===== config.mk =====
export PLATFORM = sky130hd
export DESIGN_NAME = ssd_scan_capture
export DESIGN_NICKNAME = d
export VERILOG_FILES = /design/src/rtl/ssd_pkg.sv /design/src/rtl/ssd_anode_classify.sv /design/src/rtl/ssd_scan_capture.sv
export SDC_FILE = /design/constraint.sdc
export NUM_CORES = 1
export LEC_CHECK = 0
export CAP_MARGIN = 20
export CORE_ASPECT_RATIO = 0.5
export CORE_MARGIN = 4
export CORE_UTILIZATION = 45
export DETAILED_ROUTE_END_ITERATION = 10
export GPL_TIMING_DRIVEN = 0
export PLACE_DENSITY = 0.69
export RECOVER_POWER = 100
export SYNTH_ARGS = -nofsm -noshare
export SYNTH_HDL_FRONTEND = slang
export SYNTH_SLANG_ARGS = --single-unit

===== constraint.sdc =====
create_clock -name clk -period 5.7 [get_ports clk]
set_input_delay 1.14 -clock clk [delete_from_list [all_inputs] [get_ports clk]]
set_output_delay 1.14 -clock clk [all_outputs]
set_load 0.005 [all_outputs]

===== src/rtl/ssd_pkg.sv =====
// ssd_pkg: shared types and constants for the seven-segment scan capture path
package ssd_pkg;
    localparam logic [7:0] BLANK_PATTERN = 8'hFF;
    localparam logic [3:0] ANODE_NONE    = 4'b1111;
    localparam int         NUM_DIGITS    = 4;
    typedef logic [7:0] seg_pat_t;
    typedef logic [3:0] anode_t;
    // ST_ prefix keeps the state names clear of the SETTLE parameter in the top
    typedef enum logic [1:0] {ST_IDLE, ST_SETTLE, ST_HOLD} state_t;
endpackage


===== src/rtl/ssd_anode_classify.sv =====
// ssd_anode_classify: sorts an active-low anode pattern into valid/blank/illegal and a digit index
module ssd_anode_classify
    import ssd_pkg::*;
(
    input  anode_t     seg_i,
    output logic       valid_o,
    output logic       blank_o,
    output logic       illegal_o,
    output logic [1:0] idx_o
);
    // exactly one low anode selects a digit; all-high is blank; anything else is illegal
    always_comb begin
        valid_o   = (seg_i == 4'b1110) || (seg_i == 4'b1101) || (seg_i == 4'b1011) || (seg_i == 4'b0111);
        blank_o   = seg_i == ANODE_NONE;
        illegal_o = !valid_o && !blank_o;
        idx_o     = !seg_i[0] ? 2'd0 : !seg_i[1] ? 2'd1 : !seg_i[2] ? 2'd2 : 2'd3;
    end
endmodule


===== src/rtl/ssd_scan_capture.sv =====
// ssd_scan_capture: rebuilds the four digit patterns from a multiplexed seven-segment bus
module ssd_scan_capture
    import ssd_pkg::*;
#(
    parameter int SETTLE  = 4,
    parameter int TIMEOUT = 1000000,
    parameter int CW      = $clog2(TIMEOUT + 1)
) (
    input  logic       clk,
    input  logic       rst,
    input  logic [7:0] seven,
    input  logic [3:0] segment,
    output logic [7:0] disp0,
    output logic [7:0] disp1,
    output logic [7:0] disp2,
    output logic [7:0] disp3,
    output logic       frame_valid,
    output logic       stale,
    output logic       err
);
    localparam logic [7:0]    SETTLE_N = 8'(SETTLE);
    localparam logic [CW-1:0] TO_MAX   = CW'(TIMEOUT);
    localparam logic [CW-1:0] TO_LAST  = CW'(TIMEOUT - 1);

    anode_t                s_seg_q, p_seg_q;
    seg_pat_t              s_sev_q, p_sev_q;
    state_t                state_q, state_d;
    logic [7:0]            cnt_q, cnt_d;
    logic                  same, valid, blank, illegal, acc, to_hit;
    logic [1:0]            idx;
    seg_pat_t              shadow_q [NUM_DIGITS];
    seg_pat_t              disp_q   [NUM_DIGITS];
    logic [NUM_DIGITS-1:0] seen_q, seen_d;
    logic [CW-1:0]         to_q, to_d;
    logic                  fv_q, stale_q, err_q;

    // register the bus once, and keep the previous sample for the stability comparison
    always_ff @(posedge clk) begin
        if (rst) begin
            s_seg_q <= ANODE_NONE;
            s_sev_q <= BLANK_PATTERN;
            p_seg_q <= ANODE_NONE;
            p_sev_q <= BLANK_PATTERN;
        end else begin
            s_seg_q <= segment;
            s_sev_q <= seven;
            p_seg_q <= s_seg_q;
            p_sev_q <= s_sev_q;
        end
    end

    assign same = {s_seg_q, s_sev_q} == {p_seg_q, p_sev_q};

    ssd_anode_classify u_classify (
        .seg_i     (s_seg_q),
        .valid_o   (valid),
        .blank_o   (blank),
        .illegal_o (illegal),
        .idx_o     (idx)
    );

    // settle state machine register
    always_ff @(posedge clk) begin
        if (rst) begin
            state_q <= ST_IDLE;
            cnt_q   <= '0;
        end else begin
            state_q <= state_d;
            cnt_q   <= cnt_d;
        end
    end

    // any change of sample restarts the settle run; an unchanged sample in HOLD is ignored
    always_comb begin
        state_d = state_q;
        cnt_d   = cnt_q;
        if (blank || illegal) begin
            state_d = ST_IDLE;
            cnt_d   = '0;
        end else if (state_q == ST_IDLE || !same) begin
            state_d = ST_SETTLE;
            cnt_d   = 8'd1;
        end else if (state_q == ST_SETTLE) begin
            cnt_d   = cnt_q + 8'd1;
            state_d = (cnt_d == SETTLE_N) ? ST_HOLD : ST_SETTLE;
        end
    end

    // a digit is accepted on the single cycle the settle run completes
    always_comb begin
        acc = valid && (state_q == ST_SETTLE) && (state_d == ST_HOLD);
    end

    // timeout counting and seen-mask update; an accept overrides a coincident timeout
    always_comb begin
        to_hit = !acc && (to_q == TO_LAST);
        to_d   = acc ? '0 : (to_q == TO_MAX) ? to_q : to_q + CW'(1);
        seen_d = ((&seen_q || to_hit) ? '0 : seen_q) | (acc ? NUM_DIGITS'(1) << idx : '0);
    end

    // shadow capture, atomic frame publish and health flags
    always_ff @(posedge clk) begin
        if (rst) begin
            shadow_q <= '{default: BLANK_PATTERN};
            disp_q   <= '{default: BLANK_PATTERN};
            seen_q   <= '0;
            to_q     <= '0;
            fv_q     <= 1'b0;
            stale_q  <= 1'b0;
            err_q    <= 1'b0;
        end else begin
            seen_q  <= seen_d;
            to_q    <= to_d;
            fv_q    <= &seen_q;
            stale_q <= &seen_q ? 1'b0 : (stale_q | to_hit);
            err_q   <= err_q | illegal;
            if (acc) shadow_q[idx] <= s_sev_q;
            if (&seen_q) disp_q <= shadow_q;
        end
    end

    assign disp0       = disp_q[0];
    assign disp1       = disp_q[1];
    assign disp2       = disp_q[2];
    assign disp3       = disp_q[3];
    assign frame_valid = fv_q;
    assign stale       = stale_q;
    assign err         = err_q;
endmodule


## After elaboration in Yosys (flattened, before gate mapping)

Index checks and enable logic that the tools add are counted.

| storage, ports and cells | value |
|---|---|
| logic and storage cells | 76 |
| flip-flop bits (word level) | 125 |
| input bits | 14 |
| output and inout port bits | 35 |

| operators by class | value |
|---|---|
| bitwise gates (word level) | 4 |
| reductions and logical operators | 22 |
| shift-type cells | 1 |
| $add $sub $neg | 2 |
| multiplexer cells | 14 |
| magnitude comparators | 2 |
| eq/ne operators | 11 |

Operator list:

| cell | count |
|---|---|
| equality test 20 bit, second input constant | 2 |
| bitwise mux 32 bit | 1 |
| adder 20 x 1 -> 20 bit, second input constant | 1 |
| demux 8 bit (select 2 bit) | 1 |
| equality test 4 bit, second input constant | 4 |
| equality test 12 bit | 1 |
| two-way mux 2 bit | 6 |
| adder 8 x 1 -> 8 bit, second input constant | 1 |
| equality test 8 x 3 -> 1 bit, second input constant | 1 |
| two-way mux 4 bit | 2 |
| two-way mux 8 bit | 1 |
| logical OR 1 bit | 6 |
| OR reduction 2 bit | 3 |
| logical AND 1 bit | 5 |
| equality test 4 x 3 -> 1 bit, second input constant | 1 |
| logical NOT 1 bit | 4 |
| OR 4 bit | 1 |
| AND reduction 4 bit | 1 |
| << shifter 1 x 2 -> 4 bit, first input constant | 1 |
| greater-or-equal comparator 3 bit, second input constant | 1 |
| < comparator 3 x 1 -> 1 bit, second input constant | 1 |
| two-way mux 1 bit | 3 |
| NOT 2 -> 3 bit | 1 |
| OR reduction 3 bit | 1 |
| other kinds (5) | 6 |

## Longest topological paths before layout

Gate-level depths: netlist (run 1).

| depth | value |
|---|---|
| word-level depth | 15 |
| mapped depth | 8 |
| mapped depth without buffers | 6 |

## Cells and area by module

A second synthesis (run 1) with hierarchy kept.

| unflattened totals | value |
|---|---|
| cell total of the unflattened synthesis | 547 |
| area, all modules | 4,897.2 um2 |

By module, submodules not included:

| module | instances | cells an instance | area an instance (um2) | sequential area each (um2) |
|---|---|---|---|---|
| ssd_scan_capture | 1 | 533 | 4,810.9 | 2,502.4 |
| ssd_anode_classify | 1 | 14 | 86.3 | 0.0 |

## Worst setup path after synthesis (run 1)

OpenSTA, ideal clock, no wires.

| timing | value |
|---|---|
| path kind | in2reg |
| from | in rst |
| to | reg shadow_q[15] (netlist name) |
| data arrival time | 2,113 ps |
| slack | 3,516 ps |
| stages | 5 |
| setup time | 72 ps |
| path buffers | 3 |
| data required time | 5,628 ps |
| path through | clkbuf_1 > clkbuf_1 > clkbuf_1 > nor2_1 > mux2i_1 |

RTL lines:

| element | RTL line | text |
|---|---|---|
| start, declared | ssd_scan_capture.sv:10 | `input logic rst,` |
| end signal, assigned by index | ssd_scan_capture.sv:117 | `if (acc) shadow_q[idx] <= s_sev_q;` |
| end, declared | ssd_scan_capture.sv:31 | `seg_pat_t shadow_q [NUM_DIGITS];` |

## Final worst setup path (run 1)

| timing | value |
|---|---|
| from | reg cnt_q[0] |
| to | reg shadow_q[19] (netlist name) |

| on the way | value |
|---|---|
| cells in the longest elaborated chain, start to end | 8 |

Ends and longest elaborated chain:

| element | RTL line | text |
|---|---|---|
| start, declared | ssd_scan_capture.sv:28 | `logic [7:0] cnt_q, cnt_d;` |
| start signal, assigned | ssd_scan_capture.sv:69 | `cnt_q <= cnt_d;` |
| adder 8 x 1 -> 8 bit | ssd_scan_capture.sv:84 | `cnt_d = cnt_q + 8'd1;` |
| equality test 8 x 3 -> 1 bit | ssd_scan_capture.sv:85 | `state_d = (cnt_d == SETTLE_N) ? ST_HOLD : ST_SETTLE;` |
| two-way mux 2 bit | ssd_scan_capture.sv:85 |  |
| two-way mux 2 bit | ssd_scan_capture.sv:83 | `end else if (state_q == ST_SETTLE) begin` |
| two-way mux 2 bit | ssd_scan_capture.sv:80 | `end else if (state_q == ST_IDLE \|\| !same) begin` |
| two-way mux 2 bit | ssd_scan_capture.sv:77 | `if (blank \|\| illegal) begin` |
| equality test 2 bit | ssd_scan_capture.sv:91 | `acc = valid && (state_q == ST_SETTLE) && (state_d == ST_HOLD);` |
| logical AND 1 bit | ssd_scan_capture.sv:91 |  |

No other way between the ends.
A chain may end at the register's enable or synchronous reset.

==> results of run 1 <==
-- layer usage --
layer  wire length, microns  GRT usage (%)  vias up
met4                    145           8.05        0
met3                    480           5.31       16
met2                   4730           28.1       59
met1                   5500           24.3     1827
met5                      0              0        -
li1                       -              -     1976
-- power groups by stage --
stage | registers, uW | clock network, uW | logic (uW)
2_1_floorplan | 911 | 0 | 51.8
3_3_place_gp | 913 | 0 | 75.4
3_5_place_dp | 913 | 0 | 76.4
4_1_cts | 895 | 1040 | 77.5
5_1_grt | 896 | 1090 | 84.1
6_report | 895 | 1020 | 76.3
-- layout make-up --
class | instances | area (sq um)
Clock buffer | 26 | 509
Tap cell | 140 | 175
Fill cell | 962 | 4350
Timing Repair Buffer | 47 | 470
Clock inverter | 6 | 57.6
Inverter | 15 | 56.3
Sequential cell | 125 | 2500
Buffer | 33 | 136
Multi-Input combinational cell | 376 | 2250
-- synthesized netlist by cell type, types with 2 or more instances --
cell,count,area share (%)
sky130_fd_sc_hd__xnor2_1,24,4.2
sky130_fd_sc_hd__a21oi_1,4,0.40
sky130_fd_sc_hd__and4_1,5,0.88
sky130_fd_sc_hd__and2_1,2,0.25
sky130_fd_sc_hd__nand4_1,10,1.3
sky130_fd_sc_hd__xor2_1,13,2.3
sky130_fd_sc_hd__nand2b_1,4,0.50
sky130_fd_sc_hd__buf_4,4,0.60
sky130_fd_sc_hd__nor2_2,3,0.38
sky130_fd_sc_hd__clkbuf_1,19,1.4
sky130_fd_sc_hd__a31o_2,4,0.70
sky130_fd_sc_hd__nor2b_1,2,0.25
sky130_fd_sc_hd__o21ai_0,2,0.20
sky130_fd_sc_hd__nand2_1,80,6.0
sky130_fd_sc_hd__dfxtp_1,125,50
sky130_fd_sc_hd__or2_2,16,2.0
sky130_fd_sc_hd__inv_1,14,1.1
sky130_fd_sc_hd__and3_1,5,0.63
sky130_fd_sc_hd__buf_2,10,1.0
sky130_fd_sc_hd__ha_1,4,1.0
sky130_fd_sc_hd__nand4b_1,5,0.88
sky130_fd_sc_hd__nand3_1,44,4.4
sky130_fd_sc_hd__nand3b_1,2,0.30
sky130_fd_sc_hd__mux2i_1,33,6.6
sky130_fd_sc_hd__nor4_1,3,0.38
sky130_fd_sc_hd__a31oi_1,7,0.88
sky130_fd_sc_hd__a21o_1,3,0.45
sky130_fd_sc_hd__nor2_1,72,5.4
sky130_fd_sc_hd__nor3_1,9,0.90
-- sequential cells by signal, summed over array words and instances, names as in the netlist --
register     cells
shadow_q        32
to_q            20
cnt_q            8
disp0            8
disp1            8
disp2            8
disp3            8
p_sev_q          8
s_sev_q          8
p_seg_q          4
s_seg_q          4
seen_q           4
state_q          2
err              1
frame_valid      1
stale            1
-- cells by family (layout without fill, tap and decap cells) --
| logic type | count (synthesis) | after routing | synth area share [%] |
|---|---|---|---|
| buf+inv | 48 | 127 | 4.17 |
| flops | 125 | 125 | 50.3 |
| xor+xnor | 38 | 38 | 6.84 |
| compound gates | 29 | 29 | 4.12 |
| fa+ha+maj | 5 | 5 | 1.21 |
| simple gates | 271 | 271 | 26.7 |
| mux | 33 | 33 | 6.64 |
-- worst max-delay path, delay by kind of cell, from the launching register on --
family,cells,cell delay (ps)
and+or+nand+nor,3,1010
adders and majority gates,1,310
DFF,1,460
buffers and inverters,2,980
AOI/OAI and AO/OA,1,90
muxes,1,270
-- layout by cell type, fill, tap and decap left out, types with 2 or more instances in the layout --
cell / instances
sky130_fd_sc_hd__nand3_1: 44
sky130_fd_sc_hd__inv_1: 14
sky130_fd_sc_hd__xnor2_1: 24
sky130_fd_sc_hd__o21ai_0: 2
sky130_fd_sc_hd__nand4_1: 10
sky130_fd_sc_hd__and3_1: 5
sky130_fd_sc_hd__clkbuf_16: 17
sky130_fd_sc_hd__nand2b_1: 4
sky130_fd_sc_hd__and4_1: 5
sky130_fd_sc_hd__a31o_2: 4
sky130_fd_sc_hd__a21o_1: 3
sky130_fd_sc_hd__dlygate4sd3_1: 35
sky130_fd_sc_hd__clkdlybuf4s50_1: 12
sky130_fd_sc_hd__buf_2: 4
sky130_fd_sc_hd__nor2_2: 3
sky130_fd_sc_hd__clkbuf_8: 5
sky130_fd_sc_hd__mux2i_1: 33
sky130_fd_sc_hd__nor2_1: 72
sky130_fd_sc_hd__dfxtp_1: 125
sky130_fd_sc_hd__nand2_1: 80
sky130_fd_sc_hd__nor3_1: 9
sky130_fd_sc_hd__ha_1: 4
sky130_fd_sc_hd__nor4_1: 4
sky130_fd_sc_hd__nor2b_1: 2
sky130_fd_sc_hd__xor2_1: 13
sky130_fd_sc_hd__clkbuf_1: 31
sky130_fd_sc_hd__a31oi_1: 7
sky130_fd_sc_hd__and2_1: 2
sky130_fd_sc_hd__a21oi_1: 4
sky130_fd_sc_hd__buf_4: 2
sky130_fd_sc_hd__nand4b_1: 5
sky130_fd_sc_hd__or2_2: 16
sky130_fd_sc_hd__clkinv_2: 4
sky130_fd_sc_hd__nand3b_1: 2
sky130_fd_sc_hd__nor4b_1: 2
-- path summary, 6_finish.rpt --
path / start / endpoint / slack, ps
setup / recovery: cnt_q[0] / shadow_q[19] / 2500
hold / removal: stale / stale / 460
setup reg to reg: cnt_q[0] / shadow_q[19] / 2500
hold reg to reg: stale / stale / 460
-- through the flow --
stage	instances	hold slack [ps]	setup slack [ps]
after floorplan	549	441	3520
after global placement	736	451	3100
after detailed placement	736	454	3050
after CTS	768	468	3250
after global routing	768	487	2240
final	768	458	2500
==> results.txt, run 1 <==
- The run finished with clean final reports.
- For this run, the number of Yosys warnings is 0.
* Most instantiated flip-flop cell in the synthesis netlist: sky130_fd_sc_hd__dfxtp_1
- Detailed placement ended at an HPWL of 7440 microns.
- Startpoint-to-endpoint class of the critical path: reg -> reg
* Sw Ratio: 21.1%
* Clock tree from TritonCTS: done
- Number of global-route vias before repair: 3,798
- Wire length per cell after detailed routing: 14.1 microns
- The number of setup buffers added after CTS is 0.
- The initial utilization of the core area, before any placement, comes to 47.4%.
- Setup repair after global routing missed its margin: false
* Type of destination of the critical path: flop
- Internal power comes to 1570 uW.
- Clock transition time at the flip-flop clock pins of the worst setup and hold paths: 60 ps
- Synthesized cell area: 4980 sq um
- First-pass GRT wire length: 18,300 microns
* Largest incremental delay on the critical path: 570 ps
- Sum of routed wire length over all layers: 10,900 microns
- Row Count: 26
- The floorplan step set the die width to 157 microns.
- The tree is rooted in a sky130_fd_sc_hd__clkbuf_16.
- Of the synthesized area, sequential elements account for 50.3%.
* Clock Path Buffers: 2
- Count of unique library cells instantiated by Yosys: 50
* N_diodes: 0
* Max Fclk: 313 MHz
- Post-route cell area: 6160 sq um
- Dividing total power by cell area gives a power density of 323 nW/um^2.
- Min-delay worst type: reg -> reg
* Final Wtd Congestion: 0.798
- Async S/R FF share, synth: 0%
- Antenna Violating Nets Remaining: 0
- Global route total overflow: 0
- Leak: 0.00235 uW
- Cells along the critical path: ha_1 > and4_1 > o211ai_1 > nor4b_1 > clkbuf_1 > and3_1 > clkbuf_1 > mux2i_1
* Critical path data arrival time: 3530 ps
- Worst hold stages: 1
* Final worst path period share: 56.1%
* Design Power: 1990 uW
- Mean instance size in the synthesized netlist: 9.07 sq um
* Gate count of the mapped netlist: 549
- Hold buffer count at CTS: 0
- Relative slew slack: 49.7%
- Die Y: 82.4 microns
- The share of total power dissipated in combinational logic is 3.8%.
* Final-report setup violation count: 0
- Final-layout setup total negative slack: 0 ps
- Cells fill 58.6% of the core in the end.
- The floorplan step defined a die boundary enclosing 12,900 sq um.
* Count of buffers inserted at the top-level ports: 47
- Net count, final: 633
- The share of total power dissipated in sequential elements is 44.9%.
- Critical Path Fanout Max: 10
- Max Cap Violations: 0
* Register bit total from synthesis: 125
* Critical Path Slowest Stage Cell: sky130_fd_sc_hd__nor4b_1
* Layout Skew: 6.80 ps
- After layout, the minimum clock period comes to 3200 ps.
- Kind of start point of the critical path: flop
* IR Drop Worst-Case VDD: 186 uV
- Number of buffers created by CTS: 17
- Number of hold violations in the final report: 0
- Area of the core: 10,500 sq um
* First-pass iteration count of the detailed router: 4
- Cell Area, Placed: 5620 sq um
- The first routing iteration left 210 violations.
- Antenna violations before repair: 0
* Required arrival time at the worst endpoint: 6030 ps
- Clock tree synthesis found a total of 125 sinks.
* Worst Tran Pin Value: 755 ps
- Entering global routing, the biggest net connects 17 pins.
- Syn nets: 567
- The synthesized design contains 0 enable-type register cells.
- Gates resized, CTS repair: 0
- Fraction of final layout cells with drive strength greater than 1: 10.2%
- Layout overhead on the synthesized area: 23.8%
- Clock latency of the later-clocked register in the worst-skew pair: 410 ps
- The routed layout has 3,878 vias.
- Reported net switching power: 420 uW
- Pins Over Slew Limit: 0
- Post-route DRC: 0
- Top Ports: 49
- R2r worst-path depth: 8
* Clock network fraction of total power: 51.2%
* Overall routing resource usage: 18.3%
- Using the TritonRoute via totals, the vias-per-cell ratio works out to 5.05.
- CTS HTree Levels: 4
* Library cell appearing most often on the critical path: sky130_fd_sc_hd__clkbuf_1
Note: power is estimated with default switching activity, not from simulation.
==> run 2: changes to the inputs <==
Clock period 5.7 ns to 3 ns, I/O delays scaled along.
==> run 2 against run 1 <==
- critical path depth is 1 lower
- clock-buffer cell count stayed put
- hold slack hardly changed
- combinational power is 90% higher
- largest power group unchanged
- highest routed layer unchanged
==> results.txt, run 2 (synthesis results as in run 1) <==
* Run status: completed
* Number of buffers created by CTS: 17
- Setup repair after global routing missed its margin: false
- Num Clock Sinks: 125
* First-pass iteration count of the detailed router: 5
- The number of global-route vias before repair is 3,798.
- The clock period could shrink to 2640 ps.
- Clock latency of the later-clocked register in the worst-skew pair: 420 ps
- In this run the worst setup path terminates at shadow_q[0].
- The clock arrives with 7.35 ps of skew.
* Number of setup buffers added after CTS: 0
- The repair_antennas step left the layout with diodes totalling 0.
- In the final design database the tool counted 633 nets.
- At the worst endpoint, the required time is 3330 ps.
- The clock network is responsible for 51.3% of the overall power.
* Via total after detailed routing: 3,848
* Final Wtd Congestion: 0.798
* Hold slack: 458 ps
* Min-delay worst type: reg -> reg
- Net switching is 21.1% of the power.
- The final count of pins violating max slew is 0.
* Clock transition time at the flip-flop clock pins of the worst setup and hold paths: 60 ps
* Wire length per cell after detailed routing: 14.1 microns
- In this run the count of I/O pins placed on the die edge is 49.
- First-pass GRT wire length: 18,300 microns
- In this run, the number of DRC markers left after iteration 0 of detailed routing was 195.
* CTS HTree Levels: 4
- Gates resized, CTS repair: 0
- After layout, the worst path uses 88.1% of the clock period.
* Startpoint-to-endpoint class of the critical path: reg -> reg
- Combinational share of power: 3.8%
- The library cells used most frequently in the layout, excluding fill and tap cells, are sky130_fd_sc_hd__dfxtp_1, sky130_fd_sc_hd__nand2_1, sky130_fd_sc_hd__nor2_1.
* Detailed-placement wirelength estimate: 7440 microns
- Critical Path Fanout Max: 9
* Reg-to-reg critical path startpoint: cnt_q[0]
- Leak: 0.00237 uW
- In this run the deepest clock path goes through 2 buffers.
- The register with the most flip-flops in the layout has 32 of them.
- At the worst endpoint, the arrival time is 2980 ps.
- Largest registers ranked by flip-flop count: shadow_q x32, to_q x20
* Row Count: 26
- Antenna violations before repair: 0
- After detailed routing, the number of remaining DRC violations is 0.
- Buffer type at the clock tree root: sky130_fd_sc_hd__clkbuf_16
* Sum of routed wire length over all layers: 10,900 microns
* Number of hold violations in the final report: 0
- R2r worst-path depth: 7
- Seq pwr share: 44.9%
* Final standard cell utilization of the core: 58.8%
* Post-detailed-route via-to-cell ratio: 5.01
* Type of destination of the critical path: flop
- Overall routing resource usage: 18.3%
- In this run the power density over the cells is 614 nW/um^2.
- Full die area: 12,900 sq um
- Reported net switching power: 799 uW
* Launch point of the worst path: cnt_q[0]
- Hold repair after CTS inserted 0 buffers.
- Antenna Violating Nets Remaining: 0
- Summed over all layers, the global routing overflow is 0.
- Entering global routing, the biggest net connects 17 pins.
- Count of buffers inserted at the top-level ports: 47
- In the final timing run, aggregate negative setup slack is 0 ps.
- Register bank with the most flops: shadow_q
* Most common cell after layout, fill and taps aside: sky130_fd_sc_hd__dfxtp_1
- Based on the critical path, the design can be clocked at up to 378 MHz.
- TritonCTS built the clock tree.
- Effective utilization at floorplan: 47.4%
* Worst Tran Pin Value: 715 ps
- The floorplan step set the die width to 157 microns.
- Layout overhead on the synthesized area: 24.0%
- Max-cap violations in this run came to 0.
- Reg-to-reg endpoint: shadow_q[0]
- The setup check on the worst reg-to-reg path leaves a slack of 360 ps.
* Area of the core: 10,500 sq um
- Die Y: 82.4 microns
- Setup violations remaining at the end of the flow were counted as 0.
- The internal power of the cells totals 2990 uW.
- The worst-case IR drop observed on VDD is 358 uV.
* Kind of start point of the critical path: flop
- Headroom to the max-slew limit came out at 52.3%.
- Fraction of final layout cells with drive strength greater than 1: 11.0%
==> run 2: changes by cell type in the layout (fill, tap and decap cells not counted), sizes merged <==
| cell | delta |
|---|---|
| clkbuf | -3 |
| buf | +3 |
==> run 2: cell type report <==
type,count,area (sq um)
Buffer,33,141
Multi-Input combinational cell,376,2260
Clock buffer,26,509
Tap cell,140,175
Inverter,15,56.3
Clock inverter,6,57.6
Fill cell,959,4330
Timing Repair Buffer,47,470
Sequential cell,125,2500
==> run 2: worst min path at each step <==
stage,end,slack [ps],from,depth (start not counted)
floorplan,disp1[0],440,shadow_q[16],2
global placement,disp3[2],450,shadow_q[2],2
detailed placement,disp2[4],450,disp2[4],2
CTS,disp0[6],470,disp0[6],2
global route,disp1[7],490,disp1[7],2
finish,stale,460,stale,1
==> run 2: routing by layer <==
| layer | vias to the layer above | track usage [%] | share of wire, % |
|---|---|---|---|
| li1 | 1974 | - | - |
| met1 | 1803 | 24.3 | 51 |
| met2 | 53 | 28.1 | 44 |
| met3 | 18 | 5.31 | 4.2 |
| met4 | 0 | 8.05 | 1.6 |
| met5 | - | 0 | 0 |
==> run 2: power groups by stage <==
stage	clock [uW]	combinational, uW	sequential, uW
2_1_floorplan	0	98.4	1730
3_3_place_gp	0	143	1730
3_5_place_dp	0	145	1740
4_1_cts	1980	147	1700
5_1_grt	2060	160	1700
6_report	1940	145	1700
==> run 2: worst max-delay path: stages, from the launching register on <==
cell and delay, ps:
sky130_fd_sc_hd__dfxtp_1 460, sky130_fd_sc_hd__ha_1 310, sky130_fd_sc_hd__and4_1 220, sky130_fd_sc_hd__o211ai_1 100, sky130_fd_sc_hd__nor4b_2 410, sky130_fd_sc_hd__and4_1 250
sky130_fd_sc_hd__clkbuf_1 550, sky130_fd_sc_hd__mux2i_1 270
==> run 2: per-stage QoR <==
stage          instance area, sq um  total power, uW  setup slack, ps  std cells
2_1_floorplan                  4980             1830              991        549
3_3_place_gp                   5620             1880              662        736
3_5_place_dp                   5620             1880              599        736
4_1_cts                        6190             3830              547        768
5_1_grt                        6170             3930              179        768
6_report                       6170             3790              358        768
==> run 3: changes to the inputs <==
Settings changed: ABC_CLOCK_PERIOD_IN_PS set to 3000.
==> results of run 3 <==
No change in the layout: final DEF, timing and power equal those of run 2.
